==> config.mk <==
export PLATFORM = sky130hd
export DESIGN_NAME = pkt_check_flat
export DESIGN_NICKNAME = d
export VERILOG_FILES = /design/src/rtl/pkt_check_if.sv /design/src/rtl/pkt_check.sv /design/src/flat_wrapper.sv
export SDC_FILE = /design/constraint.sdc
export NUM_CORES = 1
export LEC_CHECK = 0
export ABC_AREA = 1
export CAP_MARGIN = 10
export CORE_MARGIN = 2
export CORE_UTILIZATION = 45
export CTS_BUF_LIST = sky130_fd_sc_hd__clkbuf_8
export DETAILED_ROUTE_END_ITERATION = 10
export GPL_TIMING_DRIVEN = 0
export PLACE_DENSITY = 0.72
export SYNTH_ARGS = -nofsm -noshare
export SYNTH_HDL_FRONTEND = slang
export SYNTH_SLANG_ARGS = --single-unit
export TNS_END_PERCENT = 100
==> constraint.sdc <==
create_clock -name clk -period 1.8 [get_ports clk]
set_clock_uncertainty 0.05 [all_clocks]
set_input_delay 0.27 -clock clk [delete_from_list [all_inputs] [get_ports clk]]
set_output_delay 0.27 -clock clk [all_outputs]
set_load 0.05 [all_outputs]
==> src/rtl/pkt_check_if.sv <==
// -----------------------------------------------------------------------------
// pkt_check_if
//   Byte-stream handshake between the packet FIFO read side (master) and the
//   pkt_check consumer (slave). A beat transfers on a clock where
//   din_vld & b_rdy are both high.
//
//   din_vld  master->slave  beat valid
//   din_sop  master->slave  first beat of packet
//   din      master->slave  payload byte (DATA_W bits)
//   din_eop  master->slave  last beat of packet
//   b_rdy    slave->master  consumer ready
// -----------------------------------------------------------------------------
interface pkt_check_if #(
   parameter int unsigned DATA_W = 8
);
   logic              din_vld;
   logic              din_sop;
   logic [DATA_W-1:0] din;
   logic              din_eop;
   logic              b_rdy;

   modport master (output din_vld, output din_sop, output din, output din_eop,
                   input  b_rdy);
   modport slave  (input  din_vld, input  din_sop, input  din, input  din_eop,
                   output b_rdy);
endinterface

==> src/rtl/pkt_check.sv <==
// -----------------------------------------------------------------------------
// pkt_check
//   Consumer for the packet FIFO read side. Accepts the vld/sop/eop byte
//   stream, checks framing, packet length (PKT_LEN beats) and incrementing
//   payload (byte k == k mod 2^DATA_W), and reports per-packet ok/err pulses,
//   the last error code and saturating good/error packet counters.
//
//   Optional build macro PKT_CHK_THROTTLE_EN: enables a free-running phase
//   counter that holds b_rdy low for RDY_OFF of every RDY_PERIOD cycles.
//
//   Ports
//     clk, rst     clock, asynchronous active-high reset
//     en           consumer enable (b_rdy forced low when 0)
//     bus          pkt_check_if.slave: din_vld/din_sop/din/din_eop in, b_rdy out
//     pkt_ok       1-cycle pulse, good packet completed
//     pkt_err      1-cycle pulse, bad packet completed or orphan beat
//     err_code     last error: 0 none,1 NOSOP,2 DUPSOP,3 DATA,4 SHORT,5 LONG
//     pkt_cnt      good packets, saturating
//     err_cnt      pkt_err pulses, saturating
//     busy         FSM not IDLE
// -----------------------------------------------------------------------------
module pkt_check #(
   parameter int unsigned DATA_W     = 8,
   parameter int unsigned PKT_LEN    = 191,
   parameter int unsigned CNT_W      = 16,
   parameter int unsigned RDY_PERIOD = 8,
   parameter int unsigned RDY_OFF    = 2
) (
   input  logic             clk,
   input  logic             rst,
   input  logic             en,
   pkt_check_if.slave       bus,
   output logic             pkt_ok,
   output logic             pkt_err,
   output logic [2:0]       err_code,
   output logic [CNT_W-1:0] pkt_cnt,
   output logic [CNT_W-1:0] err_cnt,
   output logic             busy
);
   localparam int unsigned      IDX_W = $clog2(PKT_LEN + 1);
   localparam logic [IDX_W-1:0] LAST  = IDX_W'(PKT_LEN - 1);

   if (PKT_LEN < 2 || RDY_OFF >= RDY_PERIOD) begin : g_bad_cfg
      $error("pkt_check: PKT_LEN must be >= 2 and RDY_OFF < RDY_PERIOD");
   end

   typedef enum logic [1:0] {IDLE, RECV, DRAIN} state_t;
   typedef enum logic [2:0] {
      E_NONE, E_NOSOP, E_DUPSOP, E_DATA, E_SHORT, E_LONG
   } err_t;

   state_t            state_q, state_d;
   logic [IDX_W-1:0]  idx_q, idx_d;
   err_t              code_q, code_d;
   logic              ok_q, ok_d;
   logic              err_q, err_d;
   logic              b_rdy_q, b_rdy_d;
   logic              busy_q;
   logic [CNT_W-1:0]  pkt_cnt_q, err_cnt_q;

   logic              acc;
   logic [DATA_W-1:0] exp_byte;

   assign acc      = bus.din_vld & b_rdy_q;
   assign exp_byte = DATA_W'(idx_q);

   // -------------------------------------------------------------------------
   // Ready generation
   // -------------------------------------------------------------------------
`ifdef PKT_CHK_THROTTLE_EN
   localparam int unsigned PH_W = (RDY_PERIOD > 1) ? $clog2(RDY_PERIOD) : 1;
   logic [PH_W-1:0] phase_q, phase_d;

   always_comb begin
      phase_d = (phase_q == PH_W'(RDY_PERIOD - 1)) ? '0 : phase_q + 1'b1;
      b_rdy_d = en & (32'(phase_q) < (RDY_PERIOD - RDY_OFF));
   end

   always_ff @(posedge clk or posedge rst) begin
      if (rst) phase_q <= '0;
      else     phase_q <= phase_d;
   end
`else
   always_comb b_rdy_d = en;
`endif

   // -------------------------------------------------------------------------
   // Packet FSM
   // -------------------------------------------------------------------------
   // Every accepted sop starts a fresh packet from any state; the state only
   // decides what happens to the packet being cut short (DUPSOP code from
   // RECV, an error pulse from DRAIN).
   always_comb begin
      state_d = state_q;
      idx_d   = idx_q;
      code_d  = code_q;
      ok_d    = 1'b0;
      err_d   = 1'b0;
      if (acc) begin
         if (bus.din_sop) begin
            idx_d = IDX_W'(1);
            if (bus.din_eop) begin
               state_d = IDLE;
               err_d   = 1'b1;
               code_d  = (bus.din != '0) ? E_DATA : E_SHORT;
            end else if (bus.din != '0) begin
               state_d = DRAIN;
               code_d  = E_DATA;
            end else begin
               state_d = RECV;
            end
            if (state_q == RECV)  code_d = E_DUPSOP;
            if (state_q == DRAIN) err_d  = 1'b1;
         end else begin
            case (state_q)
               IDLE: begin
                  err_d  = 1'b1;
                  code_d = E_NOSOP;
               end
               RECV: begin
                  if (bus.din != exp_byte) begin
                     code_d = E_DATA;
                     if (bus.din_eop) begin
                        state_d = IDLE;
                        err_d   = 1'b1;
                     end else begin
                        state_d = DRAIN;
                     end
                  end else if (bus.din_eop) begin
                     state_d = IDLE;
                     if (idx_q == LAST) begin
                        ok_d = 1'b1;
                     end else begin
                        err_d  = 1'b1;
                        code_d = E_SHORT;
                     end
                  end else if (idx_q == LAST) begin
                     state_d = DRAIN;
                     code_d  = E_LONG;
                  end else begin
                     idx_d = idx_q + 1'b1;
                  end
               end
               DRAIN: begin
                  if (bus.din_eop) begin
                     state_d = IDLE;
                     err_d   = 1'b1;
                  end
               end
               default: state_d = IDLE;
            endcase
         end
      end
   end

   always_ff @(posedge clk or posedge rst) begin
      if (rst) begin
         state_q   <= IDLE;
         idx_q     <= '0;
         code_q    <= E_NONE;
         ok_q      <= 1'b0;
         err_q     <= 1'b0;
         b_rdy_q   <= 1'b0;
         busy_q    <= 1'b0;
         pkt_cnt_q <= '0;
         err_cnt_q <= '0;
      end else begin
         state_q <= state_d;
         idx_q   <= idx_d;
         code_q  <= code_d;
         ok_q    <= ok_d;
         err_q   <= err_d;
         b_rdy_q <= b_rdy_d;
         busy_q  <= (state_d != IDLE);
         if (ok_d && (pkt_cnt_q != '1))  pkt_cnt_q <= pkt_cnt_q + 1'b1;
         if (err_d && (err_cnt_q != '1)) err_cnt_q <= err_cnt_q + 1'b1;
      end
   end

   assign bus.b_rdy = b_rdy_q;
   assign pkt_ok    = ok_q;
   assign pkt_err   = err_q;
   assign err_code  = code_q;
   assign pkt_cnt   = pkt_cnt_q;
   assign err_cnt   = err_cnt_q;
   assign busy      = busy_q;
endmodule
==> src/flat_wrapper.sv <==
// flat-port wrapper written by rule: the top's interface ports become plain ports
module pkt_check_flat 
#(
   parameter int unsigned DATA_W     = 8,
   parameter int unsigned PKT_LEN    = 191,
   parameter int unsigned CNT_W      = 16,
   parameter int unsigned RDY_PERIOD = 8,
   parameter int unsigned RDY_OFF    = 2
)
  (clk, rst, en, pkt_ok, pkt_err, err_code, pkt_cnt, err_cnt, busy, bus_din_vld, bus_din_sop, bus_din, bus_din_eop, bus_b_rdy);
  pkt_check_if #(.DATA_W(DATA_W)) bus_i ();
  input  logic clk;
  input  logic rst;
  input  logic en;
  output logic pkt_ok;
  output logic pkt_err;
  output logic [2:0] err_code;
  output logic [CNT_W-1:0] pkt_cnt;
  output logic [CNT_W-1:0] err_cnt;
  output logic busy;
  input wire logic [$bits(bus_i.din_vld)-1:0] bus_din_vld;
  input wire logic [$bits(bus_i.din_sop)-1:0] bus_din_sop;
  input wire logic [$bits(bus_i.din)-1:0] bus_din;
  input wire logic [$bits(bus_i.din_eop)-1:0] bus_din_eop;
  output wire logic [$bits(bus_i.b_rdy)-1:0] bus_b_rdy;
  assign bus_i.din_vld = bus_din_vld;
  assign bus_i.din_sop = bus_din_sop;
  assign bus_i.din = bus_din;
  assign bus_i.din_eop = bus_din_eop;
  assign bus_b_rdy = bus_i.b_rdy;
  pkt_check #(.DATA_W(DATA_W), .PKT_LEN(PKT_LEN), .CNT_W(CNT_W), .RDY_PERIOD(RDY_PERIOD), .RDY_OFF(RDY_OFF)) u_core (.clk(clk), .rst(rst), .en(en), .bus(bus_i), .pkt_ok(pkt_ok), .pkt_err(pkt_err), .err_code(err_code), .pkt_cnt(pkt_cnt), .err_cnt(err_cnt), .busy(busy));
endmodule
**Yosys cells after proc, flatten, opt, wreduce, memory -nomap -nowiden**

Index checks and enable logic that the tools add are counted.

- Flip-flop bits (word level): 49
- Input port bits: 14
- Output and inout bits: 39
- Logic and storage cells: 73

- Add/subtract/negate cells: 3
- Equality and inequality tests: 12
- Muxes and demuxes: 39
- Bitwise gates (word level): 1
- Reduce and logical (&&, ||, !) cells: 9

Operators by type and width:

| cell | count |
|---|---|
| 2-to-1 mux 8 bit | 5 |
| adder 16 x 1 -> 16 bit, second input constant | 2 |
| inequality test 16 bit, second input constant | 2 |
| 2-to-1 mux 3 bit | 9 |
| 2-to-1 mux 2 bit | 9 |
| 2-to-1 mux 1 bit | 13 |
| inequality test 5 bit, second input constant | 2 |
| AND reduction 5 bit | 2 |
| adder 8 x 1 -> 8 bit, second input constant | 1 |
| == test 8 bit, second input constant | 1 |
| inequality test 8 bit | 1 |
| nonzero test 8 bit | 1 |
| inequality test 2 bit, second input constant | 3 |
| one-hot mux 2 bit (3 select lines) | 1 |
| one-hot mux 3 bit (2 select lines) | 1 |
| inequality test 4 x 1 -> 1 bit, second input constant | 1 |
| nonzero test 2 bit | 2 |
| one-hot mux 1 bit (3 select lines) | 1 |
| nonzero test 3 bit | 1 |
| == test 2 x 1 -> 1 bit, second input constant | 1 |
| == test 2 bit, second input constant | 1 |
| logical AND 1 bit | 2 |
| zero test 2 bit | 1 |
| bitwise AND 1 bit | 1 |

**Logic depth before layout (Yosys ltp)**

Gate-level depths: netlist of run 1.

- Depth after elaboration: 8
- Depth in mapped cells: 14
- Mapped depth without buffers: 14

**Worst setup path after synthesis of run 1**

Ideal clock, no wire load.

- Path type: flip-flop to flip-flop
- From: register u_core.err_cnt_q[0], in the netlist u_core.err_cnt[0]
- To: register u_core.err_cnt_q[3], in the netlist u_core.err_cnt[3]
- Setup time: 0.120 ns
- Arrival: 1.876 ns
- Data required time: 1.630 ns
- Path slack: -0.246 ns
- Cell stages (with the launch flop): 8
- Buffers on the path: 1
- Clock period less this slack: 2.046 ns
- Cell sequence: dfrtp_1 > ha_1 > nand3_1 > inv_1 > nand4_1 > buf_2 > nand4_1 > nand2_1

- Longest elaborated chain between the ends: 2
- Elaborated cells between the ends (all ways): 3
- Those cells by class: add/sub (1); eq/ne (1); reduce/logical (1)

Ends and longest elaborated chain:

| item | line | RTL |
|---|---|---|
| start: declaration | pkt_check.sv:59 | `logic [CNT_W-1:0] pkt_cnt_q, err_cnt_q;` |
| start signal: assignment | pkt_check.sv:176 | `if (err_d && (err_cnt_q != '1)) err_cnt_q <= err_cnt_q + 1'b1;` |
| branches (longest 2 deep; another with adder 16 x 1 -> 16 bit) | -- |  |

Parallel ways; which one is timed is not known.
A chain may end at the register's enable or synchronous reset.

**Final worst setup path of run 1**

- From: register u_core.idx_q[1], in the netlist u_core.exp_byte[1]
- To: register u_core.err_cnt_q[1], in the netlist u_core.err_cnt[1]

- Longest elaborated chain between the ends: 8
- Elaborated cells between the ends (all ways): 9
- Those cells by class: eq/ne (2); mux (6); reduce/logical (1)

Ends and longest elaborated chain:

| item | line | RTL |
|---|---|---|
| start: declaration | pkt_check.sv:53 | `logic [IDX_W-1:0] idx_q, idx_d;` |
| start signal: assignment | pkt_check.sv:169 | `idx_q <= idx_d;` |
| == test 8 bit | pkt_check.sv:131 | `if (idx_q == LAST) begin` |
| 2-to-1 mux 1 bit | pkt_check.sv:131 |  |
| 2-to-1 mux 1 bit | pkt_check.sv:129 | `end else if (bus.din_eop) begin` |
| 2-to-1 mux 1 bit (*) | pkt_check.sv:121 | `if (bus.din != exp_byte) begin` |
| one-hot mux 1 bit (3 select lines) (*) | pkt_check.sv:115 | `case (state_q)` |
| 2-to-1 mux 1 bit (*) | pkt_check.sv:100 | `if (bus.din_sop) begin` |
| 2-to-1 mux 1 bit (*) | pkt_check.sv:99 | `if (acc) begin` |
| logical AND 1 bit (*) | pkt_check.sv:176 |  |

Every way passes the cells marked *; elsewhere a longest branch is shown, timed or not.

==> results of run 1 <==
[layout by cell type, fill, tap and decap left out, types with 2 or more instances in the layout]
cell | synthesis | layout
inv_1 | 41 | 39
a31oi_1 | 2 | 2
dlymetal6s2s_1 | 0 | 8
dlygate4sd2_1 | 0 | 33
o21ai_0 | 6 | 6
clkdlybuf4s50_1 | 0 | 11
nand4_1 | 26 | 26
nor2_4 | 2 | 2
inv_2 | 10 | 13
buf_12 | 0 | 2
a21oi_1 | 2 | 2
nand2_4 | 2 | 6
nand2_2 | 12 | 24
buf_4 | 1 | 16
buf_6 | 2 | 9
o21ai_2 | 3 | 3
nor2_8 | 2 | 2
ha_4 | 0 | 2
nand2_1 | 144 | 128
nand3_2 | 4 | 3
dfrtp_2 | 0 | 23
xor2_1 | 20 | 20
dfrtp_1 | 49 | 26
nand3_4 | 1 | 2
nand3_1 | 35 | 35
nor2_2 | 5 | 9
nor3_1 | 6 | 5
o21ai_1 | 3 | 3
nor4_1 | 4 | 4
a21boi_0 | 2 | 2
nor2_1 | 29 | 25
xnor2_1 | 7 | 7
clkbuf_8 | 0 | 6
[cell type report]
type | count | area (µm²) | area share (%)
multi-input cells | 330 | 1910 | 43.5
flip-flops and latches | 49 | 1250 | 28.5
repair buffers | 74 | 716 | 16.3
inverters | 52 | 195 | 4.43
well taps | 99 | 124 | 2.81
clock buffers | 6 | 82.6 | 1.88
plain buffers | 8 | 81.3 | 1.85
clock inverters | 2 | 33.8 | 0.767
[flip-flops by register name, summed over array words and instances (netlist names)]
| register | flops |
|---|---|
| u_core.busy | 1 |
| u_core.pkt_ok | 1 |
| u_core.err_code | 3 |
| u_core.err_cnt | 16 |
| u_core.bus.b_rdy | 1 |
| u_core.pkt_err | 1 |
| u_core.exp_byte | 8 |
| u_core.state_q | 2 |
| u_core.pkt_cnt | 16 |
[repair_timing]
action	CTS	global route
resized for setup	56	31
gates cloned	3	0
endpoints found under the setup margin	71	51
pin swaps	7	5
setup buffers	15	3
[critical path: cells and delay by family, from the launching register on]
| family | cells | cell delay [ns] |
|---|---|---|
| buffers and inverters | 3 | 0.36 |
| and+or+nand+nor | 9 | 0.69 |
| adders and majority gates | 1 | 0.17 |
| DFF | 1 | 0.46 |
[per-layer routing]
metal	GRT usage (%)	wire length (µm)
met1	29.5	3760
met2	34.3	3770
met3	3.23	364
met4	3.80	70
met5	0	0
[worst max-delay path by stage]
stage                             startpoint            endpoint  slack (ns)  cells after the start
after floorplan            u_core.err_cnt[0]   u_core.err_cnt[7]       0.003                      7
after global placement                   rst  u_core.err_cnt[14]       -0.88                      2
after detailed placement          bus_din[0]  u_core.exp_byte[6]       -0.38                     13
after CTS                 u_core.exp_byte[0]  u_core.pkt_cnt[12]       -0.11                     14
after global routing      u_core.exp_byte[0]   u_core.pkt_cnt[2]       -0.17                     13
final                     u_core.exp_byte[1]   u_core.err_cnt[1]       -0.04                     13
[metrics by stage]
step                hold WS [ns]  utilization, %
floorplan                  0.251               -
global placement           0.406            55.5
detailed placement         0.408            55.8
CTS                        0.225            60.0
global route               0.250            61.7
finish                     0.212            61.7
[kinds of logic after synthesis]
| group | count (synthesis) | share of synthesized area [%] |
|---|---|---|
| and+or+nand+nor | 277 | 41.2 |
| AOI/OAI and AO/OA | 21 | 4.24 |
| DFF | 49 | 37.4 |
| adders and majority gates | 4 | 1.53 |
| xor gates and xnor gates | 28 | 7.72 |
| buffers and inverters | 60 | 7.91 |
[power by group through the flow]
stage | Clock (µW) | Sequential [µW] | Combinational [µW]
after floorplan | 0 | 1440 | 228
after global routing | 892 | 1270 | 688
final | 829 | 1260 | 629
after CTS | 840 | 1260 | 612
after global placement | 0 | 1280 | 577
after detailed placement | 0 | 1280 | 594
==> impl_metrics.py, run 1 <==
metrics = {
    "status": {
        "outcome": "complete, but fails checks",
        "failed_checks": "setup timing",
    },
    "route": {
        "first_pass_iters": 4,
        "finalWirelength_mm": 7.96,
        "dr.first_iter.drc_count": 221,
        "antenna_nets_post_route": 0,
        "post-route-drc-count": 0,
        "wl_per_cell_um": 12.8,
        "drt-vias-per-instance": 5.13,
        "via_count": 3182,
    },
    "logic_synthesis": {
        "async_reset_ff_share_pct": 100,
        "synth.ff_latch_count": 49,
        "synth_area_leaders": "dfrtp_1 37%, nand2_1 17%, nand3_1 5.3%, xor2_1 5.3%, nand4_1 5.0%",
        "synth.largest_area_cell": "dfrtp_1",
        "syn_nets": 457,
        "post_synthesis_cell_count": 439,
        "post_synth_num_cell_types": 40,
        "synthFlopType": "dfrtp_1",
        "synthesis.area_per_instance_um2": 7.46,
        "seq_area_frac_synth_pct": 37.4,
        "netlist_area_um2": 3270,
        "synth-edff-count": 0,
        "post-synth-top-area-fraction_pct": 37.4,
        "synth.cells.most_frequent": "144 x nand2_1, 49 x dfrtp_1, 41 x inv_1",
        "synth.yosys.warnings": 0,
        "post-synth-top-count-cell": "nand2_1",
    },
    "worst_setup_path": {
        "reg2reg_depth": 13,
        "critPathSlowestCell": "dfrtp_2",
        "critical_path_arrival_ns": 1.98,
        "worst-setup-path-type": "reg -> reg",
        "worst-path-max-fanout": 5,
        "endpoint_kind": "flip-flop",
        "worst-r2r-setup-slack_ns": -0.04,
        "crit_top_cell": "nand2_1",
        "path_cells": "ha_4, nand2_1, nor2_1, nand2_1, inv_2, buf_4, nand2_1, nand3_2, nand2_4, nand3_4, buf_6, nand2_1, nand2_1",
        "worst-endpoint-required_ns": 1.94,
        "reg2reg_to": "u_core.err_cnt[1]",
        "r2r_start": "u_core.exp_byte[1]",
        "setup.worst_path.start_class": "flip-flop",
        "slowest_stage_delay_on_critical_path_ns": 0.46,
    },
    "placed_design": {
        "placed_cells": 591,
        "dpl_cell_area_um2": 3980,
        "io_buffer_count": 52,
        "dp_hpwl_mm": 5.56,
        "finalWeightedCongestion": 0.905,
        "detailedPlace.worstSlack_ns": -0.384,
    },
    "run": {
        "drv.max_cap_violation_count": 0,
    },
    "cts": {
        "cts_made_buffers": 5,
        "clock_path_buffers": 2,
        "worst_setup_hold_path_clk_slew_ns": 0.09,
        "cts_tree": "yes",
        "clk_root_buffer_cell": "clkbuf_8",
        "postCtsHoldBufs": 0,
        "cts.htree.levels": 2,
        "worstSkewPairLatency_ns": 0.30,
        "clock_sinks": 49,
    },
    "pwr": {
        "clock_power_share_pct": 30.5,
        "peakVddDrop_mv": 0.381,
        "comb_power_share_pct": 23.2,
        "sequential_group_share_of_total_power_pct": 46.3,
        "power-per-cell-area_nw_per_um2": 617,
        "cellInternalPower_uw": 1840,
        "totalPowerFinal_uw": 2720,
        "net_switching_share_of_the_total_power_pct": 32.1,
        "leakagePower_uw": 0.00227,
        "switch_pwr_uw": 873,
    },
    "floorplanning": {
        "dieArea_um2": 7970,
        "floorplan.initialDensity_pct": 45.9,
        "placement_rows": 31,
        "num_io_pins": 53,
        "die_w_um": 89.3,
        "placeableCoreArea_um2": 7140,
        "floorplan.die.height_um": 89.3,
    },
    "min_path": {
        "hold_class": "in -> async",
    },
    "timing": {
        "totalNegativeSetupSlack_ns": -0.414,
        "timing_hold_violations_final": 0,
        "setup-violations-final": 25,
        "rsz0062_at_grt": "yes",
        "max_slew.worst_pin.slew_ns": 0.502,
        "finalCriticalPeriod_ns": 1.84,
        "timing.fmax_ghz": 0.543,
        "timing.final.ws_setup_ns": -0.0401,
        "maxSlewHeadroom_pct": 66.5,
        "timing_max_transition_violations_final": 0,
        "final_min_period_over_clock_period_pct": 102,
    },
    "layout": {
        "areaGrowthSynthToFinish_pct": 34.4,
        "antenna_cells": 0,
        "design.final.nets": 538,
        "postLayoutCellArea_um2": 4400,
        "post_route_cells_drive_above_1_share_pct": 25.3,
        "instances_no_fill": 620,
        "fillers": 673,
    },
    "grt": {
        "grt-ovfl-total": 0,
        "antenna_found_initial": 0,
        "groute.usage.overall_pct": 20.8,
        "grt_first_pass_wirelength_mm": 13.2,
        "pin_count_of_the_biggest_net_entering_global_routing": 34,
        "grt_pass1_vias": 2852,
    },
}
No activity file was read; power rests on OpenSTA's default activity.
==> inputs of run 2 (changes only) <==
Settings changed: CAP_MARGIN 10 to 15.
==> results of run 2 <==
Final layout, timing and power as in run 1 (identical DEF).
